### src/rtl/clz_norm_pipe_pkg.sv
// Shared constants and types for the leading-zero/one counter and normaliser.
package clz_pkg;

    localparam logic CLZ_MODE_ZEROS = 1'b0;
    localparam logic CLZ_MODE_ONES  = 1'b1;

    localparam int unsigned CLZ_MAX_WIDTH = 128;
    localparam int unsigned CLZ_MAX_CW    = 8;

    function automatic int unsigned CLOG2(input int unsigned value);
        int unsigned res;
        res = 0;
        while ((32'd1 << res) < value) begin
            res++;
        end
        return res;
    endfunction

    // S1->S2 payload at the widest supported configuration.
    typedef struct packed {
        logic [CLZ_MAX_WIDTH-1:0] data;
        logic [CLZ_MAX_CW-1:0]    count;
        logic                     all;
    } clz_payload_t;

endpackage

### src/rtl/clz_norm_pipe_tree.sv
// Combinational leading-zero detector: 2-bit encoders feeding a merge tree.
module clz_tree
    import clz_pkg::*;
#(
    parameter int unsigned WIDTH = 32
) (
    input  logic [WIDTH-1:0]        data,
    output logic [CLOG2(WIDTH)-1:0] pos,
    output logic                    valid
);

    localparam int unsigned LW    = CLOG2(WIDTH);
    localparam int unsigned NODES = WIDTH / 2;

    always_comb begin
        logic [LW-1:0] node_pos [NODES];
        logic          node_vld [NODES];

        // Node 0 covers the most significant pair.
        for (int unsigned i = 0; i < NODES; i++) begin
            node_vld[i]    = data[WIDTH-1-2*i] | data[WIDTH-2-2*i];
            node_pos[i]    = '0;
            node_pos[i][0] = ~data[WIDTH-1-2*i];
        end

        // Merges are done in place: node j reads 2j and 2j+1, which are never below j.
        for (int unsigned lvl = 1; lvl < LW; lvl++) begin
            for (int unsigned j = 0; j < (NODES >> lvl); j++) begin
                if (node_vld[2*j]) begin
                    node_pos[j] = node_pos[2*j];
                end else begin
                    node_pos[j]      = node_pos[2*j+1];
                    node_pos[j][lvl] = 1'b1;
                end
                node_vld[j] = node_vld[2*j] | node_vld[2*j+1];
            end
        end

        pos   = node_pos[0];
        valid = node_vld[0];
    end

endmodule

### src/rtl/clz_norm_pipe.sv
// Two-stage leading-zero/one counter and normaliser with valid/ready handshakes.
// Define CLZ_NORM_SHIFTER_EN to build the normalising barrel shifter; otherwise out_norm is 0.
module clz_norm_pipe
    import clz_pkg::*;
#(
    parameter  int unsigned WIDTH = 32,
    localparam int unsigned CW    = CLOG2(WIDTH) + 1
) (
    input  logic             clk,
    input  logic             rst_n,
    input  logic             in_valid,
    output logic             in_ready,
    input  logic [WIDTH-1:0] in_data,
    input  logic             in_mode,
    output logic             out_valid,
    input  logic             out_ready,
    output logic [CW-1:0]    out_count,
    output logic             out_all,
    output logic [WIDTH-1:0] out_norm
);

    typedef struct packed {
`ifdef CLZ_NORM_SHIFTER_EN
        logic [WIDTH-1:0] data;
`endif
        logic [CW-1:0]    count;
        logic             all;
    } s1_payload_t;

    logic [WIDTH-1:0] tree_data;
    logic [CW-2:0]    tree_pos;
    logic             tree_valid;

    logic             in_xfer;
    logic             s2_load;

    logic             s1_valid_q, s1_valid_d;
    s1_payload_t      s1_q, s1_d;
    logic             s2_valid_q, s2_valid_d;
    logic [CW-1:0]    s2_count_q, s2_count_d;
    logic             s2_all_q, s2_all_d;

    assign tree_data = (in_mode == CLZ_MODE_ONES) ? ~in_data : in_data;

    clz_tree #(
        .WIDTH (WIDTH)
    ) u_tree (
        .data  (tree_data),
        .pos   (tree_pos),
        .valid (tree_valid)
    );

    always_comb begin
        s2_load  = s1_valid_q && (!s2_valid_q || out_ready);
        in_ready = !s1_valid_q || s2_load;
        in_xfer  = in_valid && in_ready;

        s1_d = s1_q;
        if (in_xfer) begin
            s1_d.all   = !tree_valid;
            s1_d.count = tree_valid ? {1'b0, tree_pos} : CW'(WIDTH);
`ifdef CLZ_NORM_SHIFTER_EN
            s1_d.data  = in_data;
`endif
        end

        s1_valid_d = in_xfer ? 1'b1 : (s2_load ? 1'b0 : s1_valid_q);
        s2_valid_d = s2_load ? 1'b1 : (out_ready ? 1'b0 : s2_valid_q);

        s2_count_d = s2_count_q;
        s2_all_d   = s2_all_q;
        if (s2_load) begin
            s2_count_d = s1_q.count;
            s2_all_d   = s1_q.all;
        end
    end

    always_ff @(posedge clk or negedge rst_n) begin
        if (!rst_n) begin
            s1_valid_q <= 1'b0;
            s1_q       <= '0;
            s2_valid_q <= 1'b0;
            s2_count_q <= '0;
            s2_all_q   <= 1'b0;
        end else begin
            s1_valid_q <= s1_valid_d;
            s1_q       <= s1_d;
            s2_valid_q <= s2_valid_d;
            s2_count_q <= s2_count_d;
            s2_all_q   <= s2_all_d;
        end
    end

`ifdef CLZ_NORM_SHIFTER_EN
    logic [WIDTH-1:0] s2_norm_q, s2_norm_d;
    logic [WIDTH-1:0] norm_sh;

    // An all-equal operand has count WIDTH, whose low bits are zero, so it is forced to 0 explicitly.
    always_comb begin
        norm_sh = s1_q.data;
        for (int unsigned k = 0; k < CW - 1; k++) begin
            if (s1_q.count[k]) begin
                norm_sh = norm_sh << (1 << k);
            end
        end
        if (s1_q.all) begin
            norm_sh = '0;
        end

        s2_norm_d = s2_load ? norm_sh : s2_norm_q;
    end

    always_ff @(posedge clk or negedge rst_n) begin
        if (!rst_n) begin
            s2_norm_q <= '0;
        end else begin
            s2_norm_q <= s2_norm_d;
        end
    end

    assign out_norm = s2_norm_q;
`else
    assign out_norm = '0;
`endif

    assign out_valid = s2_valid_q;
    assign out_count = s2_count_q;
    assign out_all   = s2_all_q;

endmodule

### config.mk
export PLATFORM = sky130hd
export DESIGN_NAME = clz_norm_pipe
export DESIGN_NICKNAME = d
export VERILOG_FILES = /design/src/rtl/clz_norm_pipe_pkg.sv /design/src/rtl/clz_norm_pipe_tree.sv /design/src/rtl/clz_norm_pipe.sv
export SDC_FILE = /design/constraint.sdc
export NUM_CORES = 1
export LEC_CHECK = 0
export ABC_AREA = 1
export CAP_MARGIN = 25
export CORE_MARGIN = 2
export CORE_UTILIZATION = 39
export DETAILED_ROUTE_END_ITERATION = 10
export GPL_ROUTABILITY_DRIVEN = 0
export PLACE_DENSITY = 0.78
export SYNTH_ARGS = -nofsm -noshare
export SYNTH_HDL_FRONTEND = slang
export SYNTH_SLANG_ARGS = --single-unit
### constraint.sdc
create_clock -name clk -period 1.25 [get_ports clk]
set_clock_uncertainty 0.2 [all_clocks]
set_input_delay 0.25 -clock clk [delete_from_list [all_inputs] [get_ports clk]]
set_output_delay 0.25 -clock clk [all_outputs]
set_load 0.1 [all_outputs]
# ---- Word level (Yosys, flattened, before mapping)
# Cells that the tools add are included.
dict set report totals {
  regBits 16
  inputBits 37
  output_inout_bits 41
  word_cells 84
}
dict set report op_classes {
  n_mux 21
  bitwise 48
  reduce_logical 9
}
# cell count
set op_table {}
lappend op_table {{two-way mux 32 bit} 1}
lappend op_table {{inverter 32 bit} 1}
lappend op_table {{bitwise OR 1 bit} 31}
lappend op_table {{two-way mux 2 bit} 8}
lappend op_table {{inverter 1 bit} 16}
lappend op_table {{two-way mux 3 bit} 4}
lappend op_table {{two-way mux 4 bit} 2}
lappend op_table {{two-way mux 6 bit} 1}
lappend op_table {{two-way mux 5 bit} 1}
lappend op_table {{two-way mux 1 bit} 4}
lappend op_table {{nonzero test 2 bit} 2}
lappend op_table {{logical NOT 1 bit} 3}
lappend op_table {{logical AND 1 bit} 2}
lappend op_table {{logical OR 1 bit} 2}

# ---- Logic depth before layout (Yosys ltp)
# Gate-level depths: netlist (run 1).
dict set report depth {
  word_depth 8
  depth_mapped 13
  depth_no_buf 12
}

# ---- By module
# Synthesis (run 1) repeated with hierarchy kept, for this count alone.
dict set report hier_totals {
  cells_unflattened 240
  hier_area_um2 1664.1
}
# mod instances cells_each area_per_inst_um2 seq_area_each_um2
set by_module_without_submodules {}
lappend by_module_without_submodules {clz_norm_pipe 1 139 1186.1 350.3}
lappend by_module_without_submodules {clz_tree 1 101 478.0 0.0}

# ---- Least setup slack after synthesis (run 1)
# Ideal clock, no wire load.
dict set report synth_timing {
  path_type {flip-flop to flip-flop}
  startpoint {register s2_valid_q, in the netlist out_valid}
  endpoint {register s1_q[5] in the netlist's numbering}
  setup_ps 127
  arrival_ps 2669
  required_time_ps 923
  path_slack_ps -1746
  stages_incl_launch_ff 6
  path_buffers 0
  synth_period_minus_slack_ps 2996
  path_cell_list {dfrtp_1 > nand3_1 > nand2_1 > inv_1 > nand3_1 > o21ai_0}
}
dict set report synth_via {
  elab_chain_cells 5
}
# item line_no
set synth_rtl {}
lappend synth_rtl {{from (decl)} clz_norm_pipe.sv:39} ;# logic s2_valid_q, s2_valid_d;
lappend synth_rtl {{from (signal assigned)} clz_norm_pipe.sv:88} ;# s2_valid_q <= s2_valid_d;
lappend synth_rtl {{logical NOT 1 bit} clz_norm_pipe.sv:54} ;# s2_load = s1_valid_q && (!s2_valid_q || out_ready);
lappend synth_rtl {{logical OR 1 bit} clz_norm_pipe.sv:54}
lappend synth_rtl {{logical AND 1 bit} clz_norm_pipe.sv:54}
lappend synth_rtl {{logical OR 1 bit} clz_norm_pipe.sv:55} ;# in_ready = !s1_valid_q || s2_load;
lappend synth_rtl {{via in_ready} clz_norm_pipe.sv:12} ;# output logic in_ready,
lappend synth_rtl {{logical AND 1 bit} clz_norm_pipe.sv:56} ;# in_xfer = in_valid && in_ready;
lappend synth_rtl {{to (signal assigned)} clz_norm_pipe.sv:81} ;# s1_q <= '0;
lappend synth_rtl {{to (signal assigned)} clz_norm_pipe.sv:87} ;# s1_q <= s1_d;
lappend synth_rtl {{to (decl)} clz_norm_pipe.sv:38} ;# s1_payload_t s1_q, s1_d;
# The timed path passes the listed nets, and every way through them passes these cells.
# A chain may end at the register's enable or synchronous reset.

# ---- Final worst setup path (run 1)
dict set report layout_timing {
  startpoint {input in_data[18]}
  endpoint {register s1_q[1] in the netlist's numbering}
}
dict set report layout_via {
  elab_chain_cells 8
  elab_cells_between_ends 12
  classes_between {mux: 6; bitwise: 6}
}
# item line_no
set layout_rtl {}
lappend layout_rtl {{from (decl)} clz_norm_pipe.sv:13} ;# input logic [WIDTH-1:0] in_data,
lappend layout_rtl {{inverter 32 bit} clz_norm_pipe.sv:43} ;# assign tree_data = (in_mode == CLZ_MODE_ONES) ? ~in_data : in_data;
lappend layout_rtl {{two-way mux 32 bit *} clz_norm_pipe.sv:43}
lappend layout_rtl {{bitwise OR 1 bit *} clz_norm_pipe_tree.sv:21} ;# node_vld[i] = data[WIDTH-1-2*i] | data[WIDTH-2-2*i];
lappend layout_rtl {{two-way mux 2 bit / bitwise OR 1 bit (equally long branches)} {clz_norm_pipe_tree.sv:29, clz_norm_pipe_tree.sv:35}}
lappend layout_rtl {{two-way mux 3 bit / bitwise OR 1 bit (equally long branches)} {clz_norm_pipe_tree.sv:29, clz_norm_pipe_tree.sv:35}}
lappend layout_rtl {{two-way mux 4 bit / bitwise OR 1 bit (equally long branches)} {clz_norm_pipe_tree.sv:29, clz_norm_pipe_tree.sv:35}}
lappend layout_rtl {{two-way mux 5 bit / bitwise OR 1 bit (equally long branches)} {clz_norm_pipe_tree.sv:29, clz_norm_pipe_tree.sv:35}}
lappend layout_rtl {{two-way mux 6 bit *} clz_norm_pipe.sv:61} ;# s1_d.count = tree_valid ? {1'b0, tree_pos} : CW'(WIDTH);
# Every way passes the cells marked *; elsewhere a longest branch is shown, timed or not.

==> results.md, run 1 <==
- Psw: 0.00153 W
- Routed Antenna Nets: 0
- Pre-antenna DRT Iters: 4
- Initial antenna violation count: 0
- Worst Hold Margin: 0.113 ns
- Setup ws final: -0.297 ns
- Starting Density: 0.409
- Global-route wire length before repair: 7.42 mm
- Gr usage total: 0.172
- Maximum VDD drop: 0.603 mV
- Pin count of the biggest net entering global routing: 35
- Fin cells: 453
- Dpl hpwl: 3.29 mm
- Switching share of total power: 0.510
- # diodes: 0
- R2R Setup Slk: -0.14 ns
- Int Pwr: 0.00146 W
- Residual DRC: 0
- Longest Clk Path Bufs: 2
- Post-CTS Hold Buffers: 0
- Endpoints failing setup: 21
- Critical path fanouts, max: 6
- Die X-Extent: 72.1 um
- Syn avg cell area: 5.72 sq um
- Fin nets: 439
- CTS sink count: 14
- DIE AREA: 5190 sq um
- DP Cell Count: 430
- Hold Path Class: in -> async
- Total power: 0.00299 W
- Layout cells sized above 1: 0.372
- Fill count: 350
- CTS Buf Count: 3
- Remaining global-route overflow: 0
- Failing checks: setup timing
- Synth cell types: 26
- # IOs: 78
- Fin. max-slew vios: 0
- Core ar.: 4410 sq um
- RSZ-0062 raised after global routing: yes
- Total wire length: 5.48 mm
- Synth Warn #: 0
- LEAKAGE: 1.58 nW
- Max Cap Viol: 0
- Avg WL per Cell: 12.1 um
- Initial DRC Count: 185
- Vias per inst: 4.82
- FF+latch count, synth: 14
- DR vias: 2183
- CP endpoint kind: flop
- Hold Vio Cnt, Final: 0
- Arrival time at the worst endpoint: 1.52 ns
- Synth Cell Area: 1810 sq um
- PwrDens: 987 nW/um^2
- Most frequent cells in the layout: nand2_1, conb_1, buf_4
- Register area share after synthesis: 0.194
- Most common cell after layout, fill and taps aside: nand2_1
- Syn Inst Count: 316
- Number of enable flip-flop cells after synthesis: 0
- Clk network pwr share: 0.147
- CTS H-tree lvls: 1
- Clock-pin slew on the worst setup and hold paths: 0.06 ns
- Period utilization: 1.24
- Pre-CTS setup slack: -0.994 ns
- Crit path launch type: input pin
- Layout area overhead: 67.7%
- Vias in the first global route: 1838
- Req. time, crit path: 1.23 ns
- Port Buf Inserts: 45
- CTS tree: done
- Root buf cell: clkbuf_8
- Maximum clock rate: 646 MHz
- Worst skew pair latency: 0.24 ns
- Combinational Power Share: 0.651
- Leading register cell type out of synthesis: dfrtp_1
- Die H: 72.1 um
- Fraction of power consumed by sequential logic: 0.202
- # rows: 24
- Status: complete, but fails checks
- Asr flop ratio synth: 1.00
- Final setup TNS: -3.07 ns
- Tmin final: 1.55 ns
- Kind of critical path: in -> reg
[power groups by stage]
stage	Combinational, W	Clock (W)	Sequential [W]
finish	0.00195	0.000440	0.000604
global route	0.00203	0.000467	0.000616
CTS	0.00179	0.000448	0.000605
detailed placement	0.00169	0	0.000605
global placement	0.00167	0	0.000604
floorplan	0.000978	0	0.000883
[registers in the layout, indices dropped and copies added (netlist names)]
signal and cells:
s1_q 6, out_valid 1, s1_valid_q 1, out_count 6
[per-stage QoR]
| stage | cell area (sq um) | util |
|---|---|---|
| finish | 3030 | 0.687 |
| global route | 3030 | 0.687 |
| CTS | 2810 | 0.637 |
| detailed placement | 2490 | 0.563 |
| global placement | 2490 | 0.563 |
| floorplan | 1980 | - |
[layer usage]
metal  global-route usage  routed length, um
met5                    0                  0
met4               0.0440                 80
met3               0.0306                315
met2                0.310               2910
met1                0.211               2180
[critical path, cell delays in order]
cell and delay, ns:
clkdlybuf4s15_1 0.25, xnor2_2 0.22, nand2_2 0.10, nor2_2 0.14
nand2_2 0.08, nor2_4 0.17, nand3_2 0.09, nor2_2 0.09
nor2_1 0.05, nor2_1 0.09
[final timing paths]
check	endpoint	startpoint	depth (start not counted)
max in group asynchronous	out_count[3]$_DFFE_PN0P_	rst_n	2
min reg2reg	s1_q[2]$_DFFE_PN0P_	s1_q[2]$_DFFE_PN0P_	2
max	s1_q[1]$_DFFE_PN0P_	in_data[18]	10
min in group clk	s1_q[2]$_DFFE_PN0P_	s1_q[2]$_DFFE_PN0P_	2
max reg2reg	s1_q[3]$_DFFE_PN0P_	out_valid$_DFFE_PN0P_	6
min	out_valid$_DFFE_PN0P_	rst_n	2
[cells in the mapped netlist, drive strengths merged, types with 2 or more instances]
| cell | count | area (sq um) |
|---|---|---|
| nand2 | 123 | 469 |
| buf | 41 | 315 |
| mux2 | 2 | 22.5 |
| xor2 | 3 | 26.3 |
| nand3b | 2 | 15.0 |
| a21oi | 12 | 63.8 |
| nand3 | 19 | 100 |
| dfrtp | 14 | 350 |
| xnor2 | 2 | 17.5 |
| o21ai | 15 | 75.1 |
| nor2 | 43 | 191 |
| inv | 35 | 131 |
[cell type report]
| cell class | count | area, sq um | share of cell area |
|---|---|---|---|
| well taps | 52 | 65.1 | 0.0215 |
| flip-flops and latches | 14 | 364 | 0.120 |
| multi-input cells | 256 | 1380 | 0.455 |
| clock buffers | 4 | 55.1 | 0.0182 |
| repair buffers | 92 | 1020 | 0.337 |
| inverters | 35 | 146 | 0.0483 |
[kinds of logic (layout without fill, tap and decap cells)]
group | after synthesis | after routing | share of synthesized area
buf+inv | 77 | 131 | 0.249
simple gates | 188 | 188 | 0.433
xor+xnor | 5 | 5 | 0.0242
mux | 2 | 2 | 0.0125
other cells | 1 | 32 | 0.00208
compound gates | 29 | 29 | 0.0852
flops | 14 | 14 | 0.194
[repair_timing]
| item | in CTS | in global routing |
|---|---|---|
| setup buffers | 11 | 5 |
| gates cloned | 3 | 1 |
| pin swaps | 40 | 29 |
| gates resized for setup | 90 | 64 |
| endpoints found under the setup margin | 22 | 22 |
Note: power is estimated with default switching activity, not from simulation.
==> inputs of run 2 (changes only) <==
--- a/config.mk
+++ b/config.mk
@@ -6,7 +6,6 @@
 export NUM_CORES = 1
 export LEC_CHECK = 0
 export ABC_AREA = 1
-export CAP_MARGIN = 25
 export CORE_MARGIN = 2
 export CORE_UTILIZATION = 39
 export DETAILED_ROUTE_END_ITERATION = 10
==> results of run 2 <==
Same layout as run 1: the final DEF is identical, and so are final timing and power.
==> RTL edit 1: new RTL, flow settings as in run 2 <==
Register the input `in_mode` before use, with the module's reset. The logic sees it one clock later. The other inputs are not delayed to match.
--- a/src/rtl/clz_norm_pipe.sv
+++ b/src/rtl/clz_norm_pipe.sv
@@ -27,6 +27,16 @@
         logic             all;
     } s1_payload_t;
 
+    logic in_mode_q;
+
+    always_ff @(posedge clk or negedge rst_n) begin
+        if (!rst_n) begin
+            in_mode_q <= '0;
+        end else begin
+            in_mode_q <= in_mode;
+        end
+    end
+
     logic [WIDTH-1:0] tree_data;
     logic [CW-2:0]    tree_pos;
     logic             tree_valid;
@@ -40,7 +50,7 @@
     logic [CW-1:0]    s2_count_q, s2_count_d;
     logic             s2_all_q, s2_all_d;
 
-    assign tree_data = (in_mode == CLZ_MODE_ONES) ? ~in_data : in_data;
+    assign tree_data = (in_mode_q == CLZ_MODE_ONES) ? ~in_data : in_data;
 
     clz_tree #(
         .WIDTH (WIDTH)
Formal check against the unedited RTL: not equivalent (Yosys sat finds a counterexample within 4 cycles, from zero or initial values and one cycle with rst_n low).
==> RTL edit 1 against run 2 <==
- the run still ends with negative setup slack left
- synthesized area down 0.48%
- power shrank 0.98%
- final area is 6.6% lower
- non-clock buffer count increased by 1
- largest cell class unchanged
- critical endpoint is now s1_q[4]
- wire length down 18%
- sequential cell count grew 1
- clock power is 9.5% lower
- largest power group unchanged
- combinational power down 2%
- first-iteration DRC count down 54%
- via count down 6.3%
- setup slack worse by 300 ps
- worst hold slack better by 20 ps
==> RTL edit 1: results (changes against run 2) <==
Final nets: 435 (-0.91%)
Sw Share: 50.8% (-0.25 points)
Crit Reg-Reg Endpoint: s1_q[4]
Total Wirelength: 4.47 mm (-18%)
Met1 usage: 20.3% (-0.75 points)
Reg2reg start: in_mode_q
Final worst slack: -601 ps (-304 ps)
Met2 usage in global routing: 30.5% (-0.54 points)
Met3 usage: 2.08% (-0.97 points)
Worst vdd ir: 590 µV (-2.2%)
Synth cell count leaders: nand2_1, buf_4, nor2_1
Leakage power: 1.47 nW (-7.0%)
Pin count of the biggest net entering global routing: 26 (-26%)
GRT Util Overall: 16.8% (-0.40 points)
Failing checks: negative setup slack
DRT iter0 DRCs: 85 (-54%)
Register area share after synthesis: 20.9% (+1.5 points)
Met3 wire length: 178 µm (-43%)
Setup violations, final: 21 (unchanged)
Synth area leaders: nand2_1, dfrtp_1, buf_4
DR vias: 2046 (-6.3%)
Fraction of layout cells with a size suffix above 1: 28.5% (-8.7 points)
Status: complete, but fails checks
Data arrival, critical path: 1780 ps (+260 ps)
Largest delay contributor family on the critical path: flip-flops
Slowest-stage cell, CP: dfrtp_2
WHS: 133 ps (+19.5 ps)
Metal2 WL: 2.37 mm (-19%)
First-pass GRT wire length: 7.32 mm (-1.4%)
RTL edit 1: power by group through the flow:
| stage | sequential [mW] | combinational (mW) | clock, mW |
|---|---|---|---|
| floorplan | 0.959 | 0.991 | 0 |
| global placement | 0.656 | 1.73 | 0 |
| detailed placement | 0.661 | 1.75 | 0 |
| CTS | 0.655 | 1.85 | 0.404 |
| global route | 0.664 | 2.00 | 0.419 |
| finish | 0.653 | 1.91 | 0.398 |
RTL edit 1: stage by stage:
step	std cells	instance area, µm²
after floorplan	341	1970
after global placement	429	2510
after detailed placement	429	2510
after CTS	444	2710
after global routing	449	2830
final	449	2830
RTL edit 1: repair_timing:
item	CTS	global route
gates cloned	0	0
setup buffers	11	7
pin swaps	6	11
gates resized for setup	25	28
endpoints found under the setup margin	21	23
RTL edit 1: logic make-up (layout without fill, tap and decap cells):
kind of cell,after synthesis,after routing,synth area share (%)
flops,15,15,20.9
xor+xnor,5,5,2.44
other cells,1,32,0.209
mux,3,3,1.88
compound gates,24,24,7.24
buf+inv,74,130,24.4
simple gates,188,188,43.0
RTL edit 1: worst max path at each step:
stage	from	end	slack, ps	cells after the start
finish	in_mode_q	s1_q[4]	-600	11
floorplan	out_valid	s1_q[6]	-490	4
CTS	in_mode_q	s1_q[4]	-600	11
detailed placement	in_data[26]	s1_q[1]	-750	10
global route	in_mode_q	s1_q[3]	-740	11
global placement	in_data[30]	s1_q[1]	-720	12
RTL edit 1: final cells by class:
| cell class | instances | area [µm²] |
|---|---|---|
| inverters | 33 | 131 |
| flip-flops and latches | 15 | 390 |
| multi-input cells | 252 | 1230 |
| well taps | 52 | 65.1 |
| fillers | 385 | 1550 |
| repair buffers | 93 | 970 |
| clock buffers | 4 | 45.0 |
==> RTL edit 2: new RTL, settings of run 2 <==
Without the edit above. `WIDTH` is set to 32 in 2 places; all go to 64.
--- a/src/rtl/clz_norm_pipe_tree.sv
+++ b/src/rtl/clz_norm_pipe_tree.sv
@@ -2,7 +2,7 @@
 module clz_tree
     import clz_pkg::*;
 #(
-    parameter int unsigned WIDTH = 32
+    parameter int unsigned WIDTH = 64
 ) (
     input  logic [WIDTH-1:0]        data,
     output logic [CLOG2(WIDTH)-1:0] pos,
--- a/src/rtl/clz_norm_pipe.sv
+++ b/src/rtl/clz_norm_pipe.sv
@@ -3,7 +3,7 @@
 module clz_norm_pipe
     import clz_pkg::*;
 #(
-    parameter  int unsigned WIDTH = 32,
+    parameter  int unsigned WIDTH = 64,
     localparam int unsigned CW    = CLOG2(WIDTH) + 1
 ) (
     input  logic             clk,
Ports: changed (resized in_data, out_count and out_norm); port bits go from 78 to 143. The function was not compared with the original's and may differ.
==> RTL edit 2 against run 2 <==
- the run still ends with negative setup slack left
- worst hold slack improved by 11 ps
- sequential share of layout area fell by 3.4 points
- via count rose by 67%
- power rose by 20%
- wire length rose by 65%
- sequential cell count rose by 2
- final area rose by 60%
- synthesized area rose by 63%
- fmax fell by 10%
- critical path depth rose by 4
- setup slack got worse by 180 ps
- die area rose by 60%
==> RTL edit 2: results (changes against run 2) <==
Met1 usage: 21.8% (+0.69 points)
CP Max Fanout: 27 (+21)
Met2 usage in global routing: 39.5% (+8.5 points)
Worst path max stage delay: 160 ps (-90 ps)
Final core occ: 66.4% (-2.2 points)
Filler cells: 632 (+81%)
Hpwl dp: 6.26 mm (+90%)
CTS max path bufs: 2 (unchanged)
Setup violations, final: 25 (+19%)
Yosys cell types: 30 (+15%)
Post-synth top flop: dfrtp_1
Register area share after synthesis: 13.6% (-5.8 points)
Placed Area: 4160 µm² (+67%)
Failing checks: negative setup slack
Slowest-stage cell, CP: buf_12
Worst vdd ir: 561 µV (-7.0%)
DRT iter0 DRCs: 133 (-28%)
Fraction of layout cells with a size suffix above 1: 35.7% (-1.4 points)
Status: complete, but fails checks
Final worst slack: -476 ps (-179 ps)
First-pass GRT wire length: 14.2 mm (+92%)
Initial antenna violation count: 0 (unchanged)
Setup TNS: -5120 ps (-2050 ps)
Data arrival, critical path: 1670 ps (+150 ps)
Vias in the first global route: 3464 (+88%)
Root buf cell: clkbuf_8
GRT Util Overall: 20.0% (+2.8 points)
Final nets: 764 (+74%)
Met3 usage: 3.24% (+0.18 points)
Synth cell count leaders: nand2_1, inv_1, buf_4
Routed vias/inst: 4.60 (-4.5%)
Total Wirelength: 9.02 mm (+65%)
Leakage power: 2.61 nW (+65%)
Port Buffer Count: 78 (+73%)
Synth Warn #: 0 (unchanged)
Total CTS buffers: 3 (unchanged)
Pin count of the biggest net entering global routing: 41 (+17%)
Synth area leaders: nand2_1, buf_4, dfrtp_1
## RTL edit 2: changes by cell type after synthesis, moves of 3 or more
cell / before / now
buf_4: 34 / 68
inv_1: 32 / 69
nand2_1: 120 / 196
nor2_2: 6 / 11
nand3_1: 18 / 53
o211ai_1: 1 / 7
nand2_2: 3 / 7
a21oi_1: 11 / 14
## RTL edit 2: cell type report
type,instances,share of cell area [%]
clock buffer,4,0.930
tap,99,2.56
inverter,74,6.10
timing repair buffer,175,33.7
multi-input combinational,425,48.0
antenna,1,0.0517
sequential,16,8.60
## RTL edit 2: timing repair
action | 4_1_cts | 5_1_grt
resized for setup | 175 | 29
pin swaps | 107 | 16
endpoints found under the setup margin | 24 | 25
buffers inserted | 27 | 5
cloned | 1 | 0
## RTL edit 2: final timing paths
path                            startpoint  cells past startpoint  slack [ps]            to
min in group clk                   s1_q[3]                      2         280       s1_q[3]
worst min register to register     s1_q[3]                      2         280       s1_q[3]
worst min-delay path                 rst_n                      2         120  out_count[6]
worst max-delay path               in_mode                     14        -480       s1_q[2]
max in group asynchronous            rst_n                      2         580     out_valid
worst max register to register   out_valid                      5        -230  out_count[0]
## RTL edit 2: worst register-to-register path, stage by stage (launching register included)
cell     delay (ps)
dfrtp_4         490
buf_6           120
buf_6           110
nand2_4          70
nand2_8          80
mux2_4          300
## RTL edit 2: kinds of logic (layout without fill, tap and decap cells)
group                     Yosys count  count (layout)  synth area share [%]
AOI/OAI and AO/OA                  41              41                  8.14
muxes                               4               4                  1.53
DFF                                16              16                  13.6
xor gates and xnor gates            5               5                  1.74
other                               1              65                 0.127
and+or+nand+nor                   311             311                  44.6
buffers and inverters             152             253                  30.3
## RTL edit 2: routing by layer
| metal | part of all wire [%] | vias to the layer above |
|---|---|---|
| met2 | 55 | 138 |
| li1 | - | 1837 |
| met4 | 1.3 | 0 |
| met3 | 6.0 | 15 |
| met1 | 38 | 1666 |
| met5 | 0 | - |
## RTL edit 2: report_power, final
part	leakage, nW	total [mW]	internal [mW]	switching [mW]
clock network	0.0228	0.406	0.226	0.180
logic	2.39	2.56	0.792	1.76
registers	0.199	0.621	0.577	0.0449
total	2.61	3.58	1.59	1.99
## RTL edit 2: through the flow
stage | worst slack, ps | instances
6_report | -476 | 794
5_1_grt | -557 | 793
4_1_cts | -402 | 788
3_5_place_dp | -879 | 756
3_3_place_gp | -812 | 756
2_1_floorplan | -501 | 593
